**src/rtl/fan_pwm_drive.sv**
```systemverilog
// Fan PWM driver: 1024-cycle PWM with stopped-fan kick start and slew-limited duty.
// Latency: speed is sampled at the cnt==1023 edge; the new duty applies from cnt==0.
// Backpressure: none; speed is a level input and is only looked at once per period.
module fan_pwm_drive #(
    parameter int STEP         = 16,
    parameter int KICK_PERIODS = 4,   // 1..256
    parameter int MIN_DUTY     = 64
) (
    input  logic       clk,
    input  logic       rst,
    input  logic [9:0] speed,
    output logic       pwm_out,
    output logic [9:0] duty,
    output logic [1:0] state,
    output logic       period_start
);

    typedef enum logic [1:0] {
        IDLE = 2'd0,
        KICK = 2'd1,
        RUN  = 2'd2
    } state_t;

    localparam logic [10:0] STEP_W   = 11'(STEP);
    localparam logic [10:0] MIN_W    = 11'(MIN_DUTY);
    localparam logic [7:0]  KICK_LD  = 8'(KICK_PERIODS - 1);
    localparam logic [9:0]  FULL     = 10'd1023;

    logic [9:0]  cnt;
    state_t      st, st_nxt;
    logic [9:0]  duty_nxt;
    logic [7:0]  kcnt, kcnt_nxt;
    logic [9:0]  target;
    logic [10:0] diff_up, diff_dn;
    logic [9:0]  slewed;
    logic        boundary;

    assign boundary     = (cnt == 10'd1023);
    assign target       = ({1'b0, speed} < MIN_W) ? 10'd0 : speed;
    assign diff_up      = {1'b0, target} - {1'b0, duty};
    assign diff_dn      = {1'b0, duty} - {1'b0, target};

    // Both outputs decode straight from registered cnt/duty, so no glitchy input paths.
    assign pwm_out      = (cnt < duty);
    assign period_start = (cnt == 10'd0);
    assign state        = st;

    // Slew one step toward target; the compare against the 11-bit distance keeps duty in range.
    always_comb begin
        slewed = duty;
        if (target > duty) begin
            slewed = (diff_up > STEP_W) ? (duty + STEP_W[9:0]) : target;
        end else if (target < duty) begin
            slewed = (diff_dn > STEP_W) ? (duty - STEP_W[9:0]) : target;
        end
    end

    // Free-running period counter plus the per-period control state.
    always_ff @(posedge clk or posedge rst) begin
        if (rst) begin
            cnt  <= 10'd0;
            st   <= IDLE;
            duty <= 10'd0;
            kcnt <= 8'd0;
        end else begin
            cnt  <= cnt + 10'd1;
            st   <= st_nxt;
            duty <= duty_nxt;
            kcnt <= kcnt_nxt;
        end
    end

    // Next-state and duty decisions, taken only at the period boundary.
    always_comb begin
        st_nxt   = st;
        duty_nxt = duty;
        kcnt_nxt = kcnt;
        if (boundary) begin
            case (st)
                IDLE: begin
                    if (target != 10'd0) begin
                        st_nxt   = KICK;
                        duty_nxt = FULL;
                        kcnt_nxt = KICK_LD;
                    end else begin
                        duty_nxt = 10'd0;
                    end
                end
                KICK: begin
                    if (kcnt != 8'd0) begin
                        kcnt_nxt = kcnt - 8'd1;
                        duty_nxt = FULL;
                    end else if (target == 10'd0) begin
                        st_nxt   = IDLE;
                        duty_nxt = 10'd0;
                    end else begin
                        // Fan is spinning now, so jump straight to the requested duty.
                        st_nxt   = RUN;
                        duty_nxt = target;
                    end
                end
                RUN: begin
                    duty_nxt = slewed;
                    if (slewed == 10'd0 && target == 10'd0) begin
                        st_nxt = IDLE;
                    end
                end
                default: begin
                    st_nxt   = IDLE;
                    duty_nxt = 10'd0;
                    kcnt_nxt = 8'd0;
                end
            endcase
        end
    end

endmodule

```
**config.mk**
```make
export PLATFORM = sky130hd
export DESIGN_NAME = fan_pwm_drive
export DESIGN_NICKNAME = d
export VERILOG_FILES = /design/src/rtl/fan_pwm_drive.sv
export SDC_FILE = /design/constraint.sdc
export NUM_CORES = 1
export LEC_CHECK = 0
export CAP_MARGIN = 20
export CORE_UTILIZATION = 25
export CTS_CLUSTER_DIAMETER = 100
export DETAILED_ROUTE_END_ITERATION = 10
export PLACE_DENSITY = 0.45
export SYNTH_ARGS = -nofsm -noshare
export SYNTH_HDL_FRONTEND = slang
export SYNTH_SLANG_ARGS = --single-unit
```
**constraint.sdc**
```tcl
create_clock -name clk -period 4.33 [get_ports clk]
set_input_delay 0.866 -clock clk [delete_from_list [all_inputs] [get_ports clk]]
set_output_delay 0.866 -clock clk [all_outputs]
set_load 0.01 [all_outputs]
```
Yosys cells after proc, flatten, opt, wreduce, memory -nomap -nowiden --
Cells that the tools add are included.
Cells by class: add/subtract/negate cells 6, magnitude comparators 6, equal/unequal tests 7, multiplexer cells 17, bitwise operators 1, reductions and logical operators 9
Operator list (number):
- 10-bit 2-to-1 mux | 8
- 10-bit zero test | 3
- 10-bit case mux with 3 select lines | 1
- 8-bit case mux with 3 select lines | 1
- 11-bit by 5-bit greater-than comparator with 1-bit output, second input constant | 2
- 10-bit by 10-bit subtractor with 11-bit output | 2
- 10-bit < comparator | 2
- 8-bit 2-to-1 mux | 2
- 10-bit by 1-bit adder with 10-bit output, second input constant | 1
- 10-bit by 5-bit adder with 10-bit output, second input constant | 1
- 10-bit == test, second input constant | 1
- 10-bit greater-than comparator | 1
- 10-bit by 7-bit < comparator with 1-bit output, second input constant | 1
- 10-bit nonzero test | 1
- 10-bit by 5-bit subtractor with 10-bit output, second input constant | 1
- 2-bit 2-to-1 mux | 4
- 2-bit inequality test, second input constant | 4
- 4-bit AND reduction | 2
- 8-bit nonzero test | 1
- 8-bit by 1-bit subtractor with 8-bit output, second input constant | 1
- 2-bit case mux with 3 select lines | 1
- 2-bit by 1-bit == test with 1-bit output, second input constant | 1
- 2-bit == test, second input constant | 1
- 2-bit zero test | 1
- 2 further kinds | 2
Storage, ports and cells: register bits 30, output and inout bits 14, word-level logic and storage cells 50

Longest topological paths before layout --
Gate-level depths: netlist of the first run.
word-level depth 11, mapped depth 17, mapped depth without buffers 16

Least setup slack after synthesis of the first run --
No wires, ideal clock.
path type input to register, from in speed[7], to reg duty[4], data arrival time 3.563 ns, data required time 4.202 ns, setup slack 0.640 ns, cell stages on the path 15, buffers on the path 0, cells stage by stage inv_1 -> nand4_1 -> nand2_1 -> inv_1 -> ha_1 -> nor2b_4 -> o31ai_2 -> nand2_1 -> xor2_1 -> a211oi_1 -> nand3_2 -> a22o_1 -> a211o_1 -> a211oi_1 -> a21oi_1
On the way: word-level cells in the longest chain between the ends 8, elaborated cells on any way between the ends 18, classes of those cells add/sub (2); order compare (5); mux (9); reduce/logical (2)
RTL lines:
- start, declared | RTL line 11 | input logic [9:0] speed,
- 10-bit by 7-bit < comparator with 1-bit output | RTL line 39 | assign target = ({1'b0, speed} < MIN_W) ? 10'd0 : speed;
- 10-bit 2-to-1 mux * | RTL line 39
- 10-bit by 10-bit subtractor with 11-bit output | RTL line 41 | assign diff_dn = {1'b0, duty} - {1'b0, target};
- 11-bit by 5-bit greater-than comparator with 1-bit output | RTL line 54 | slewed = (diff_dn > STEP_W) ? (duty - STEP_W[9:0]) : target;
- 10-bit 2-to-1 mux | RTL line 54
- 10-bit 2-to-1 mux | RTL line 53 | end else if (target < duty) begin
- 10-bit 2-to-1 mux | RTL line 51 | if (target > duty) begin
- 10-bit case mux with 3 select lines * | RTL line 79 | case (st)
- end signal, assigned | RTL line 68 | duty <= duty_nxt;
- end, declared | RTL line 13 | output logic [9:0] duty,
Every way passes the cells marked *; elsewhere a longest branch is shown, timed or not. A chain may end at the register's enable or synchronous reset.

Worst setup path after layout of the first run --
from in speed[7], to reg st[1], in the netlist state[1]
On the way: word-level cells in the longest chain between the ends 11, elaborated cells on any way between the ends 22, classes of those cells add/sub (2); order compare (5); eq/ne (2); mux (8); reduce/logical (5)
RTL lines:
- 10-bit by 7-bit < comparator with 1-bit output | RTL line 39
- 10-bit 2-to-1 mux * | RTL line 39
- 10-bit by 10-bit subtractor with 11-bit output | RTL line 41
- 11-bit by 5-bit greater-than comparator with 1-bit output | RTL line 54
- 10-bit 2-to-1 mux | RTL line 54
- 10-bit 2-to-1 mux | RTL line 53
- 10-bit 2-to-1 mux | RTL line 51
- 10-bit zero test | RTL line 104 | if (slewed == 10'd0 && target == 10'd0) begin
- 1-bit logical AND | RTL line 104
- 2-bit inequality test (no source line)
- 4-bit AND reduction (no source line)
- end signal, assigned | RTL line 67 | st <= st_nxt;
- end, declared | RTL line 30 | state_t st, st_nxt;
Every way passes the cells marked *; elsewhere a longest branch is shown, timed or not. The select of a mux whose other input is x is not followed.

==> metrics.md, run 1 <==
| Metric | Value |
|---|---|
| Status | `finished, final reports clean` |
| Final Max Slew Viols | `0` |
| Via Count | `3502` |
| Post-Route Skew | `0.00637 ns` |
| Req. time, crit path | `4.51 ns` |
| Die footprint | `14200 sq um` |
| Post-synthesis sequential area ratio | `21.9%` |
| Synth Warn # | `0` |
| Die Y | `119 um` |
| FF-to-FF setup slack | `0.65 ns` |
| Clock sink count | `30` |
| Nature of the critical path startpoint | `input pin` |
| Initial DRT Pass Iterations | `5` |
| EDFF count, synth | `0` |
| Total Routing Usage GR | `15.2%` |
| Vias in the first global route | `3383` |
| Final clock period utilization by the worst path | `96.8%` |
| Total power | `0.000830 W` |
| Worst path bufs/invs | `6` |
| Setup ws final | `0.138 ns` |
| WL/cell | `15.6 um` |
| Peak Freq | `239 MHz` |
| Synthesized Nets | `489` |
| Gate Count Post-Synth | `441` |
| Max stage delay on crit path | `0.47 ns` |
| Main synth FF type | `dfrtp_1` |
| Tmin final | `4.19 ns` |
| Lkg Pwr | `2.08 nW` |
| Yosys top cell by area | `dfrtp_1` |
| CP endpoint kind | `flop` |
| Via density | `5.09` |
| Crit path max-delay family | `compound AO/OA/AOI/OAI gates` |
| Pwr Density | `186 nW/um^2` |
| Chip Width | `119 um` |
| Row count | `42` |
| Worst Tran Pin Value | `0.602 ns` |
| Remaining DRCs | `0` |
| Placed Cells incl. Taps | `680` |
| Worst-path fanout max | `6` |
| Relative slew slack | `59.7%` |
| Initial antenna violation count | `0` |
| Share of cells above drive strength 1 | `19.9%` |
| Final instance area | `4460 sq um` |
| Max clock buf depth | `2` |
| Setup CP Type | `input pin to flop` |
| CP Cell Sequence | `clkdlybuf4s50_1 > inv_1 > nand4_1 > buf_6 > buf_4 > nand2_1 > buf_4 > ha_2 > a21o_2 > a2111o_1 > mux2i_1 > o32ai_2 > nor3b_2 > nand3_2 > buf_6 > mux2i_1 > o211ai_1 > nor3_1 > a41oi_1` |
| Synth cell types | `69` |
| Top cells by area, synth | `dfrtp_1 (22%), ha_1 (13%), a21oi_1 (5.8%)` |
| Initial core utilization | `25.8%` |
| Most frequent cells in the layout | `buf_4 (58), nand2_1 (48), a21oi_1 (38)` |
| Non-filler instance count after layout | `688` |
| Worst VDD drop | `0.177 mV` |
| Hold Vio Cnt, Final | `0` |
| CTS tree | `done` |
| Top cell type's share of synthesized area | `21.9%` |
| Syn-to-layout area delta | `30.0%` |
| Number of buffers created by CTS | `5` |
| Clock Root Buffer | `clkbuf_16` |
| Global-route wire length before repair | `17300 um` |
| Number of port buffers | `25` |
| GRT overflow | `0` |
| # IOs | `26` |
| Async SR Flop Fraction | `100%` |
| Ant diodes | `0` |
| Clk_lat worst skew | `0.27 ns` |
| Final HPWL DP | `8470 um` |
| Clock-pin slew on the worst setup and hold paths | `0.05 ns` |
| Max stage delay cell, worst path | `clkdlybuf4s50_1` |
| Largest net degree at the start of global routing | `31` |
| Initial DRC count | `265` |
| Hold crit path type | `flop to flop` |
| Commonest non-fill, non-tap cell in the layout | `buf_4` |
| Setup Slack @ Placement | `-0.169 ns` |
| Core area | `13300 sq um` |
| RSZ-0062 raised after global routing | `yes` |
| H-tree levels | `2` |
| Final setup viols | `0` |
| Fin nets | `560` |
| # fillers | `1397` |
| Placed Area | `4190 sq um` |
| DRT antenna net count | `0` |
| Finished Core Util | `33.5%` |
| Final WL | `10700 um` |
| Crit path DAT | `4.37 ns` |
| Final GP Congestion | `0.861` |
| Synth Area per Inst | `7.77 sq um` |
| Synth Register Bits | `30` |
| Post-CTS Hold Fix Bufs | `0` |
| Max Cap Violations | `0` |
| Mapped Area | `3430 sq um` |
cell type report:
type | instances | area [sq um] | share of cell area [%]
multi-input cells | 361 | 2530 | 56.7
flip-flops and latches | 30 | 751 | 16.8
repair buffers | 85 | 716 | 16.1
well taps | 176 | 220 | 4.94
clock buffers | 7 | 133 | 2.98
inverters | 29 | 109 | 2.44
stage by stage:
| step | TNS (ns) | hold WS [ns] |
|---|---|---|
| final | 0 | 0.470 |
| after detailed placement | -1.30 | 0.460 |
| after CTS | 0 | 0.471 |
| after global placement | -1.57 | 0.459 |
| after global routing | -0.162 | 0.515 |
| after floorplan | 0 | 0.438 |
synth_stat cells (all sizes together) (2+ instances only):
library cell,count
a211oi,7
o21ai,33
nor2b,6
clkbuf,10
nor3,19
nand2,50
and3,3
dfrtp,30
ha,35
o2111ai,2
nand3,18
and4,3
o21a,2
a2bb2oi,2
buf,10
mux2i,7
nand3b,3
nand4,5
a31oi,6
nand2b,7
a21o,9
nor2,32
or3,4
nor4,8
xor2,10
xnor2,10
a21oi,41
a22o,5
a211o,2
a21boi,4
a32o,2
o211ai,7
o31ai,2
inv,29
o221ai,2
tightest hold or removal path, stage by stage (launching register included):
cell and delay, ns:
dfrtp_1 0.34, nand2_1 0.05, nand2_1 0.05
flip-flops by register name (all words and copies together), names as in the netlist:
register and cells:
cnt 10, duty 10, kcnt 8, state 2
worst paths after layout:
check                           startpoint  depth (start not counted)  endpoint
worst max-delay path              speed[7]                         19  state[1]
worst min-delay path               kcnt[7]                          2   kcnt[7]
worst max register to register     duty[6]                         13  state[1]
worst min register to register     kcnt[7]                          2   kcnt[7]
max in group asynchronous              rst                          3    cnt[3]
min in group asynchronous              rst                          3   kcnt[1]
cells by family (layout without fill, tap and decap cells):
family | Yosys count | after routing | share of synthesized area [%]
AND/OR/NAND/NOR | 161 | 161 | 23.4
AO/OA/AOI/OAI | 137 | 137 | 26.3
adder cells (fa/ha/maj) | 36 | 36 | 13.4
XOR/XNOR | 20 | 20 | 5.33
multiplexers | 7 | 7 | 2.04
buffers and inverters | 50 | 121 | 7.70
flip-flops | 30 | 30 | 21.9
layer usage:
layer  up-vias  wire, um  global-route usage [%]
li1       1747         -                       -
met1      1668      5350                    21.2
met2        79      4950                    25.5
met3         8       337                    1.58
met4         0       111                    2.61
met5         -         0                       0
power breakdown:
part           switching (W)  total [W]  internal [W]
registers         0.00000569   0.000289      0.000283
clock network       0.000112   0.000321      0.000209
logic               0.000114   0.000220      0.000106
total               0.000232   0.000830      0.000598
timing repair:
| action | 4_1_cts | 5_1_grt |
|---|---|---|
| buffers inserted | 0 | 1 |
| setup endpoints to repair | 0 | 11 |
| resized for setup | 0 | 27 |
(Power assumes the default switching activity.)
==> run 2, diff against run 1 <==
Settings changed: CTS_CLUSTER_DIAMETER 100 to default.
==> results of run 2 <==
No change in the layout: final DEF, timing and power equal those of run 1.
==> run 3, diff against run 2 <==
Settings changed: ABC_AREA from default to 0, SKIP_LAST_GASP from default to 1.
==> results of run 3 <==
No change in the layout: final DEF, timing and power equal those of run 1.
